`config.mk`:
```
export PLATFORM = sky130hd
export DESIGN_NAME = compl_serial
export DESIGN_NICKNAME = d
export VERILOG_FILES = /design/src/rtl/compl_serial_pkg.sv /design/src/rtl/compl_chunk.sv /design/src/rtl/compl_serial.sv
export SDC_FILE = /design/constraint.sdc
export NUM_CORES = 1
export LEC_CHECK = 0
export ABC_AREA = 1
export BUFFER_PORTS_ARGS = -buffer_cell sky130_fd_sc_hd__buf_4
export CORE_ASPECT_RATIO = 0.6
export CORE_MARGIN = 8
export CORE_UTILIZATION = 50
export DETAILED_ROUTE_END_ITERATION = 16
export PLACE_DENSITY = 0.79
export RECOVER_POWER = 50
export SKIP_CTS_REPAIR_TIMING = 1
export SLEW_MARGIN = 5
export SYNTH_ARGS = -nofsm -noshare
export SYNTH_HDL_FRONTEND = slang
export SYNTH_SLANG_ARGS = --single-unit
```
`constraint.sdc`:
```
create_clock -name clk -period 2.7 [get_ports clk]
set_clock_uncertainty 0.05 [all_clocks]
set_input_delay 0.54 -clock clk [delete_from_list [all_inputs] [get_ports clk]]
set_output_delay 0.54 -clock clk [all_outputs]
set_load 0.005 [all_outputs]
```
`src/rtl/compl_serial_pkg.sv`:
```
`default_nettype none
// ============================================================================
//  Module      : compl_serial_pkg
//  Description : Shared mode codes and FSM state encoding for the serial
//                complementer.
//  Revision    : 1.0  initial release
// ============================================================================
package compl_serial_pkg;

    // Operation select; 2'b11 is reserved and behaves as pass
    localparam logic [1:0] c_mode_pass = 2'b00;
    localparam logic [1:0] c_mode_c1   = 2'b01;
    localparam logic [1:0] c_mode_c2   = 2'b10;

    // Controller states
    typedef enum logic [1:0] {
        ST_IDLE = 2'd0,
        ST_RUN  = 2'd1,
        ST_DONE = 2'd2
    } state_t;

endpackage
`default_nettype wire

```
`src/rtl/compl_chunk.sv`:
```
`default_nettype none
// ============================================================================
//  Module      : compl_chunk
//  Description : Combinational CHUNK-bit complement slice. Pass, invert, or
//                invert-plus-carry (two's complement ripple step).
//  Revision    : 1.0  initial release
// ============================================================================
module compl_chunk
    import compl_serial_pkg::*;
#(
    parameter int CHUNK = 2
) (
    input  logic [CHUNK-1:0] c,
    input  logic [1:0]       mode,
    input  logic             cin,
    output logic [CHUNK-1:0] r,
    output logic             cout
);

    logic [CHUNK:0] w_sum;

    // Select the slice result; carry only propagates in two's-complement mode
    always_comb begin
        r     = c;
        cout  = cin;
        w_sum = '0;
        case (mode)
            c_mode_c1: begin
                r = ~c;
            end
            c_mode_c2: begin
                w_sum = {1'b0, ~c} + {{CHUNK{1'b0}}, cin};
                r     = w_sum[CHUNK-1:0];
                cout  = w_sum[CHUNK];
            end
            default: begin
                r = c;
            end
        endcase
    end

endmodule
`default_nettype wire

```
`src/rtl/compl_serial.sv`:
```
`default_nettype none
// ============================================================================
//  Module      : compl_serial
//  Description : Multi-cycle complementer (pass / one's / two's complement),
//                CHUNK bits per cycle, LSB first, start/busy/done handshake.
//                Optional macro COMPL_SERIAL_OVF_EN enables the two's
//                complement most-negative overflow flag; otherwise ovf = 0.
//  Revision    : 1.0  initial release
// ============================================================================
module compl_serial
    import compl_serial_pkg::*;
#(
    parameter int WIDTH = 8,
    parameter int CHUNK = 2
) (
    input  logic             clk,
    input  logic             reset,
    input  logic             start,
    input  logic [1:0]       mode,
    input  logic [WIDTH-1:0] inp,
    output logic             busy,
    output logic             done,
    output logic [WIDTH-1:0] out,
    output logic             ovf
);

    localparam int c_n    = WIDTH / CHUNK;
    localparam int c_kw   = (c_n > 1) ? $clog2(c_n) : 1;
    localparam int c_accw = (c_n > 1) ? (WIDTH - CHUNK) : 1;
    localparam logic [c_kw-1:0] c_k_last = c_kw'(c_n - 1);

    generate
        if (WIDTH < 2 || CHUNK < 1 || (WIDTH % CHUNK) != 0) begin : g_bad_param
            $error("compl_serial: WIDTH must be >= 2 and a multiple of CHUNK");
        end
    endgenerate

    state_t              r_state;
    state_t              w_state_next;
    logic [WIDTH-1:0]    r_sh;
    logic [c_accw-1:0]   r_acc;
    logic [WIDTH-1:0]    r_out;
    logic [c_kw-1:0]     r_k;
    logic                r_carry;
    logic [1:0]          r_mode;

    logic                w_accept;
    logic                w_last;
    logic [CHUNK-1:0]    w_c;
    logic [CHUNK-1:0]    w_r;
    logic                w_cout;
    logic [WIDTH-1:0]    w_acc_next;
    logic [c_accw-1:0]   w_acc_keep;
    logic [WIDTH-1:0]    w_sh_next;

    // A start is taken whenever we are not mid-operation (IDLE or DONE)
    assign w_accept = start && (r_state != ST_RUN);
    assign w_last   = (r_state == ST_RUN) && (r_k == c_k_last);
    assign w_c      = r_sh[CHUNK-1:0];

    compl_chunk #(
        .CHUNK (CHUNK)
    ) u_chunk (
        .c    (w_c),
        .mode (r_mode),
        .cin  (r_carry),
        .r    (w_r),
        .cout (w_cout)
    );

    // Result bits enter from the MSB side; operand drains from the LSB side
    generate
        if (c_n == 1) begin : g_single
            assign w_acc_next = w_r;
            assign w_acc_keep = '0;
            assign w_sh_next  = '0;
        end else begin : g_multi
            assign w_acc_next = {w_r, r_acc};
            assign w_acc_keep = w_acc_next[WIDTH-1:CHUNK];
            assign w_sh_next  = {{CHUNK{1'b0}}, r_sh[WIDTH-1:CHUNK]};
        end
    endgenerate

    // State register
    always_ff @(posedge clk or posedge reset) begin
        if (reset) begin
            r_state <= ST_IDLE;
        end else begin
            r_state <= w_state_next;
        end
    end

    // Next-state and handshake outputs
    always_comb begin
        w_state_next = r_state;
        busy         = 1'b0;
        done         = 1'b0;
        case (r_state)
            ST_IDLE: begin
                if (start) w_state_next = ST_RUN;
            end
            ST_RUN: begin
                busy = 1'b1;
                if (r_k == c_k_last) w_state_next = ST_DONE;
            end
            ST_DONE: begin
                done         = 1'b1;
                w_state_next = start ? ST_RUN : ST_IDLE;
            end
            default: begin
                w_state_next = ST_IDLE;
            end
        endcase
    end

    // Datapath: capture on accept, one chunk per RUN cycle, publish on last
    always_ff @(posedge clk or posedge reset) begin
        if (reset) begin
            r_sh    <= '0;
            r_acc   <= '0;
            r_out   <= '0;
            r_k     <= '0;
            r_carry <= 1'b0;
            r_mode  <= c_mode_pass;
        end else if (w_accept) begin
            r_sh    <= inp;
            r_acc   <= '0;
            r_mode  <= mode;
            r_k     <= '0;
            r_carry <= 1'b1;
        end else if (r_state == ST_RUN) begin
            r_sh    <= w_sh_next;
            r_acc   <= w_acc_keep;
            r_k     <= r_k + c_kw'(1);
            r_carry <= w_cout;
            if (w_last) r_out <= w_acc_next;
        end
    end

    assign out = r_out;

`ifdef COMPL_SERIAL_OVF_EN
    logic             r_msb;
    logic             r_zero;
    logic             r_ovf;
    logic [CHUNK-1:0] w_mask;
    logic             w_chunk_zero;

    // Final chunk carries the operand MSB, which is excluded from zero-detect
    assign w_mask       = w_last ? ~(CHUNK'(1) << (CHUNK - 1)) : '1;
    assign w_chunk_zero = ((w_c & w_mask) == '0);

    // Most-negative detect: MSB set and every lower bit zero, in C2 mode
    always_ff @(posedge clk or posedge reset) begin
        if (reset) begin
            r_msb  <= 1'b0;
            r_zero <= 1'b0;
            r_ovf  <= 1'b0;
        end else if (w_accept) begin
            r_msb  <= inp[WIDTH-1];
            r_zero <= 1'b1;
        end else if (r_state == ST_RUN) begin
            r_zero <= r_zero & w_chunk_zero;
            if (w_last) r_ovf <= (r_mode == c_mode_c2) && r_msb && r_zero && w_chunk_zero;
        end
    end

    assign ovf = r_ovf;
`else
    assign ovf = 1'b0;
`endif

endmodule
`default_nettype wire
```
* Yosys cells after proc, flatten, opt, wreduce, memory -nomap -nowiden *
Index checks and enable logic that the tools add are counted.

word-level totals
  bits in writable memories = 0
  flip-flop bits (word level) = 29
  latch bits = 0
  output and inout port bits = 11
  bits in read-only memories = 0
  bits of input ports = 13
  memories kept = 0

cells by class
  div/mod/pow operators = 0
  multipliers = 0
  reduce and logical (&&, ||, !) cells = 8
  equality and inequality tests = 8
  add/subtract/negate cells = 2
  shift-type cells = 0
  mux-type cells = 16
  bitwise gates (word level) = 2
  order comparisons = 0

operators with widths
  cell                   number
  $mux W8                2
  $mux W6                2
  $mux W2                4
  $eq A2 B2 Y1 const B   3
  $mux W1                6
  $pmux W2 S3            1
  $eq A2 B1 Y1 const B   2
  $ne A2 B2 Y1 const B   2
  $pmux W2 S2            1
  $reduce_and A2 Y1      2
  $reduce_bool A2 Y1     2
  $add A2 B1 Y3          1
  $reduce_and A3 Y1      1
  $add A2 B1 Y2 const B  1
  $logic_and A1 B1 Y1    2
  $logic_not A2 Y1       1
  $ne A2 B1 Y1 const B   1
  $not A2 Y2             1
  $not A1 Y1             1

* Longest topological paths before layout *
Gate-level depths: netlist (run 1).

  depth after elaboration = 5
  depth in mapped cells = 7
  gate-level depth less buffers = 7

* Modules after synthesis *
Synthesis (run 1) repeated with hierarchy kept, for this count alone.

unflattened totals
  cell total of the unflattened synthesis = 161
  area total of the unflattened synthesis = 1352.5 um^2

by module, submodules not included
  module        sequential area each (um^2)  area each (um^2)  times used  cells each
  compl_serial  725.7                        1226.2            1           137
  compl_chunk   0.0                          126.4             1           24

* Worst setup path before layout (run 1) *
OpenSTA, ideal clock, no wires.

  path kind = reg-to-output
  start point = reg r_state[0]
  end point = out busy
  cell stages (with the launch flop) = 4
  data required time = 2.110 ns
  arrival = 0.747 ns
  path slack = 1.363 ns
  buffers on the path = 1
  cells stage by stage = dfrtp_1 > inv_2 > nor2_4 > buf_4

between the ends
  cells in the longest elaborated chain, start to end = 2

RTL lines
  what                    RTL line            text
  start, declared         compl_serial.sv:38  state_t r_state;
  start signal, assigned  compl_serial.sv:89  r_state <= w_state_next;
  $eq A2 B1 Y1            compl_serial.sv:98  case (r_state)
  $mux W1                 compl_serial.sv:98
  end, declared           compl_serial.sv:21  output logic busy,

No other way between the ends.

* Worst setup path after layout (run 1) *
Ends and elaborated chain as after synthesis.

==> flow_results.org, run 1 <==
** Detailed routing
- Avg WL per Cell :: 13.99 µm
- The final layout contains routed wiring with a total length of approximately 2.8 mm.
- Post-route DRC violation count :: 0
- Detail Route Antenna Nets :: 0
- Pre-Repair DR Iteration Count :: 4
- Initial DRC Count :: 45
- Per-cell via count in the routed design :: approximately 5
- For this block, the via count after detailed routing is about 990.

** Finish
- Antenna diode count :: 0
- Ratio of cells with drive above 1 in the final layout :: 0.2426
- In the layout the commonest cells are sky130_fd_sc_hd__nand2_1, sky130_fd_sc_hd__dfrtp_1, sky130_fd_sc_hd__buf_4.
- Relative to the synthesized area, the layout overhead comes to 19.92%.
- Leaving out fill and tap cells, the most frequent cell in the layout is sky130_fd_sc_hd__nand2_1.
- For this run, the post-layout net count is 187.

** Global route
- The via count of the first global-routing pass was between 1000 and 1500.
- Grt met3 use :: 0.04839
- Busiest layer in global routing :: met2
- In the global route stage, met2 resource usage came out at 0.2152.
- The total overflow left after global routing is 0.
- The first global-routing pass estimated 4.809 mm of wire.
- The number of antenna violations at the first check in global routing was 0.
- In the global route stage, overall resource usage came out at 0.1359.
- Largest net degree at the start of global routing :: 30
- Met1 usage in global routing :: 0.1609

** Floorplanning
- From bottom edge to top edge, the die measures between 50 and 60 µm.
- Initial cell density of the core :: 0.5240
- # rows :: 14
- Ports placed on the boundary :: 24
- Measured along the x axis, the die boundary spans 82.15 µm.
- Standard cell core area :: 0.002505 mm²
- The die covers 0.004574 mm².

** Placement
- During placement, the flow inserted port buffers numbering 22.
- Pre-CTS worst setup slack :: 1.160 ns
- Routability-driven placement finished with a final weighted congestion of 0.7635.
- The HPWL after detailed placement is approximately 2 mm.

** Min path
- The path class of the tightest hold or removal check is input port to register.

** Timing
- Slew margin rel. :: 0.00003716
- In the finished design, the share of the clock period the worst path needs comes to 0.6750.
- Worst-Margin Slew :: 1.500 ns
- Number of failing hold endpoints at the final stage :: 0
- Post-layout worst setup margin :: 0.8774 ns
- The worst path in the final design needs a cycle of 1.823 ns, including I/O delays and setup.
- Achievable frequency :: ~550 MHz
- The final-report max-slew violation count came to 0.
- Final setup viols :: 0
- Setup repair after global routing missed its margin :: false
- Total negative slack for setup checks :: 0 ns

** Clocking
- CTS Buffer Depth :: 2
- Clock tree root driver cell :: sky130_fd_sc_hd__clkbuf_8
- CTS tree :: yes
- CTS built an H-tree with a depth of 2.
- Clock-pin slew on the worst setup and hold paths :: approximately 0.06 ns
- Clk_lat worst skew :: 0.27 ns
- For this design, the sink count on the clock tree is 29.
- Total clock buffers created by CTS :: 5

** Status
- The checks that failed: max-capacitance violations.
- Outcome :: finished, violations left

** Setup path
- Critical path origin :: r_state[0]$_DFFE_PP0P_
- The endpoint identified for the worst register-to-register timing path is r_acc[5]$_DFFE_PP0P_.
- Worst endpoint required time :: roughly 2.1 ns
- Type of the worst setup path :: register to output port
- Of all nets on the critical path, the largest fanout is 15.
- Startpoint types :: register
- STA classifies the critical path endpoint as an output port.
- STA puts the critical path data arrival time at between 1 and 1.5 ns.
- The worst register-to-register path has a setup slack of 1.24 ns.
- The worst register-to-register path begins at r_state[1]$_DFFE_PP0P_.
- The critical path ends at busy.
- Counting cells, the worst reg-to-reg path comes to 6.

** Synth
- Synth area leaders :: sky130_fd_sc_hd__dfrtp_1, sky130_fd_sc_hd__nand2_1, sky130_fd_sc_hd__nand3_1
- Synthesized cell area :: 0.001313 mm²
- Of the synthesized area, sequential elements account for 0.5529.
- Area share of the leading cell type in the synthesized netlist :: 0.5529
- Count of distinct cell types in the synthesized netlist :: 20
- Yosys warning total :: 0
- Summed over all instances, the cell type with the most area after synthesis is sky130_fd_sc_hd__dfrtp_1.
- In this run, synthesis produced a sequential element count of 29.
- Synthesis produced a netlist whose cell count is 143.
- Net Count, Synth :: 161
- Averaged over all synthesized cells, the footprint is roughly 9 µm².

** Power and ir drop
- Summed over all cells, the static leakage comes to 0.8223 nW.
- Across the VDD grid, the largest voltage drop is 0.0005754 V.
- Pwr Density :: 1176 mW/mm²

** Job
- Count of max-cap constraint violations :: 1
metrics by stage:
| step | util | instances | hold WS [ns] | total power, mW | area (µm²) |
|---|---|---|---|---|---|
| CTS | 0.6309 | 201 | 0.2940 | 1.870 | 1580 |
| global route | 0.6284 | 201 | 0.4103 | 2.009 | 1574 |
| finish | 0.6284 | 201 | 0.4158 | 1.851 | 1574 |
| global placement | 0.5964 | 194 | 0.4108 | 1.441 | 1494 |
| detailed placement | 0.5964 | 194 | 0.4086 | 1.505 | 1494 |
| floorplan | - | 143 | 0.3922 | 1.271 | 1313 |
flip-flops by register name, summed over array words and instances, names as in the netlist:
register / count
out: 8
r_k: 2
r_sh: 8
r_acc: 6
r_state: 2
r_mode: 2
r_carry: 1
cells in the mapped netlist, drive strengths merged:
library cell,n
nand3,19
o21ai,8
ha,5
nor2,5
inv,17
a21oi,1
o22ai,5
conb,1
buf,4
dfrtp,29
nand3b,1
nand2,48
worst min-delay path by stage:
stage	depth (start not counted)	end	startpoint	slack, ns
floorplan	2	r_sh[6]$_DFFE_PP0P_	r_sh[6]$_DFFE_PP0P_	0.39
global placement	1	r_k[0]$_DFFE_PP0P_	r_k[0]$_DFFE_PP0P_	0.41
detailed placement	2	r_sh[7]$_DFFE_PP0P_	r_sh[7]$_DFFE_PP0P_	0.41
CTS	3	r_k[1]$_DFFE_PP0P_	reset	0.29
global route	3	r_sh[7]$_DFFE_PP0P_	inp[7]	0.41
finish	3	r_sh[7]$_DFFE_PP0P_	inp[7]	0.42
cell type report:
| type | instances | area, µm² |
|---|---|---|
| fill | 215 | 930.9 |
| multi-input combinational | 93 | 489.2 |
| sequential | 29 | 725.7 |
| timing repair buffer | 23 | 168.9 |
| tap | 32 | 40.04 |
| clock buffer | 7 | 86.33 |
| inverter | 17 | 63.81 |
cell families (layout without fill, tap and decap cells):
group           count (synthesis)  count (layout)  share of synthesized area
fa+ha+maj                       5               5                    0.04766
other cells                     1               1                   0.002857
simple gates                   73              73                     0.2488
buf+inv                        21              47                    0.07244
flops                          29              29                     0.5529
compound gates                 14              14                    0.07531
per-layer routing:
layer	up-vias	routed length, µm
met5	-	0
met4	0	74
met3	8	107
met2	24	1384
met1	456	1245
li1	505	-
worst max-delay path, stage by stage, from the launching register on:
cell                      delay [ns]
sky130_fd_sc_hd__dfrtp_1        0.40
sky130_fd_sc_hd__inv_2          0.06
sky130_fd_sc_hd__nor2_4         0.31
sky130_fd_sc_hd__buf_4          0.19
power breakdown:
group	internal [mW]	total (mW)	leakage [nW]	switching (mW)
logic	0.301	0.761	0.407	0.461
clock network	0.202	0.356	0.0443	0.154
registers	0.625	0.734	0.371	0.108
total	1.13	1.85	0.822	0.723
(Power assumes the default switching activity.)
==> inputs of run 2 (changes only) <==
--- a/config.mk
+++ b/config.mk
@@ -9,7 +9,7 @@
 export BUFFER_PORTS_ARGS = -buffer_cell sky130_fd_sc_hd__buf_4
 export CORE_ASPECT_RATIO = 0.6
 export CORE_MARGIN = 8
-export CORE_UTILIZATION = 50
+export CORE_UTILIZATION = 48
 export DETAILED_ROUTE_END_ITERATION = 16
 export PLACE_DENSITY = 0.79
 export RECOVER_POWER = 50
==> constraint.sdc (replaced) <==
create_clock -name clk -period 1.6 [get_ports clk]
set_clock_uncertainty 0.05 [all_clocks]
set_input_delay 0.32 -clock clk [delete_from_list [all_inputs] [get_ports clk]]
set_output_delay 0.32 -clock clk [all_outputs]
set_load 0.005 [all_outputs]
==> flow_results.org, run 2 (synthesis gave the netlist of run 1 again) <==
** Status
- The flow ran to the end, and the final reports show no timing, DRC or antenna violations.

** Clocking
- After clock tree synthesis, the clock-pin slew on the worst setup and hold paths is 0.06 ns.
- Buffers inserted during clock tree synthesis total 5.
- Clock tree root driver cell :: sky130_fd_sc_hd__clkbuf_8
- For this design, the sink count on the clock tree is 29.
- The clock passes through at most 2 buffers.
- The clock reaches the later pin of the worst-skew pair after 0.28 ns.
- CTS tree :: yes
- # H-tree levels :: 2

** Floorplanning
- # rows :: 14
- In this run the vertical extent of the chip is 56.51 µm.
- In this run the horizontal extent of the chip is 83.51 µm.
- Standard cell core area :: 0.002557 mm²
- Initial cell density of the core :: 0.5132
- The die covers 0.004718 mm².
- 24 I/O pins were placed.

** Placement
- The HPWL after detailed placement is ~2.1 mm.
- Port buffering added 22 buffers.
- Routability congestion estimate :: 0.8505

** Finish
- The layout has 200 filler cells.
- In the layout the commonest cells are sky130_fd_sc_hd__nand2_1, sky130_fd_sc_hd__dfrtp_1, sky130_fd_sc_hd__buf_4.
- The final layout contains 193 nets.
- The area growth from synthesis to layout is 24.59%.
- Leading cell type in the layout, fill and taps excluded :: sky130_fd_sc_hd__nand2_1
- Antenna diode count :: 0
- Ratio of cells with drive above 1 in the final layout :: 0.2841

** Setup path
- Crit path DAT :: 1.03 ns
- Type of the worst setup path :: register to output port
- STA classifies the critical path startpoint as a register.
- Critical path peak fanout :: 5
- The worst setup path is captured at an output port.
- Worst endpoint required time :: 1.23 ns

** Detailed routing
- After the first detailed-routing iteration, the DRC count stood at 44.
- After detailed routing, the average wire length per cell comes to 13.65 µm.
- Sum of routed wire length over all layers :: 2.840 mm
- Once detail routing completed, the nets flagged for antenna violations numbered 0.
- Dividing the detail-routed via count by the number of cells gives 5.130.
- Post-route DRC violation count :: 0
- The first TritonRoute pass finished after 4 iterations.
- For this block, the via count after detailed routing is 1067.

** Timing
- The number of failing hold endpoints at the final stage was 0.
- For the final routed database, the setup TNS stands at 0 ns.
- Worst-Margin Slew :: 0.7134 ns
- Post-route clock period utilization :: 0.8765
- Slew margin rel. :: 0.5244
- The final-report max-slew violation count is 0.
- Setup violations remaining at the end of the flow were counted as 0.
- The routed design could run at a clock period as short as 1.402 ns.
- Timing would allow up to a little over 700 MHz.
- Setup repair after global routing left no endpoint under its margin.

** Global route
- The via count of the first global-routing pass is ~1100.
- Busiest layer in global routing :: met2
- Largest net degree at the start of global routing :: 30
- Number of antenna violations at the first check in global routing :: 0
- In the global route stage, met3 resource usage came out at 0.05755.
- Met1 usage in global routing :: 0.1385
- Across every metal layer, demand over resource in global routing totals 0.1264.
- First-pass GRT wire length :: 4.850 mm
- For this run the aggregate overflow at the end of global routing stands at 0.
- In the global route stage, met2 resource usage came out at 0.2009.

** Min path
- Worst min-delay path class :: input port to register

** Job
- Count of max-cap constraint violations :: 0

** Power and ir drop
- For this design the ratio of total power to cell area is a little over 2000 mW/mm².
- Across the VDD grid, the largest voltage drop is around 0.00094 V.
- Summed over all cells, the static leakage comes to between 0.8 and 0.9 nW.
- Total power after layout :: 3.336 mW
## run 2: worst max-delay path, cell delays in order (launching register included)
cell and delay (ns):
sky130_fd_sc_hd__dfrtp_1 0.41, sky130_fd_sc_hd__inv_2 0.06, sky130_fd_sc_hd__nor2_4 0.15, sky130_fd_sc_hd__buf_4 0.13
## run 2: layout make-up
cell class	instances	area, µm²	area share
Multi-Input combinational cell	93	489.2	0.2992
Sequential cell	29	725.7	0.4438
Tap cell	32	40.04	0.02448
Inverter	17	63.81	0.03902
Clock inverter	1	5.005	0.003060
Clock buffer	7	96.34	0.05891
Timing Repair Buffer	29	215.2	0.1316
## run 2: stage by stage
step                      instances  worst slack, ns  instance area [µm²]  hold WS [ns]    util
final                           208           0.1976                 1635        0.1830  0.6394
after global routing            208           0.1463                 1635        0.1883  0.6394
after CTS                       204          0.03091                 1610       0.06368  0.6296
after detailed placement        196           0.2554                 1509        0.3686  0.5900
after global placement          196           0.3311                 1509        0.3589  0.5900
after floorplan                 143           0.3620                 1313        0.3481       -
## run 2: final timing paths
kind	start	endpoint	slack, ns	cells past startpoint
min	inp[6]	r_sh[6]$_DFFE_PP0P_	0.18	3
min in group asynchronous	reset	r_sh[2]$_DFFE_PP0P_	0.19	3
min reg2reg	r_sh[6]$_DFFE_PP0P_	r_sh[6]$_DFFE_PP0P_	0.42	2
max in group asynchronous	reset	out[0]$_DFFE_PP0P_	0.86	3
max	r_state[0]$_DFFE_PP0P_	busy	0.20	3
max reg2reg	r_state[0]$_DFFE_PP0P_	r_mode[0]$_DFFE_PP0P_	0.23	5
## run 2: power by group
group / internal, mW / switching [mW]
Combinational: 0.625 / 0.822
Sequential: 1.05 / 0.173
Clock: 0.388 / 0.274
## run 2: metal layers
metal / wire (µm) / vias to the layer above
li1: - / 522
met1: 1324 / 504
met2: 1293 / 36
met3: 173 / 5
met4: 50 / 0
met5: 0 / -
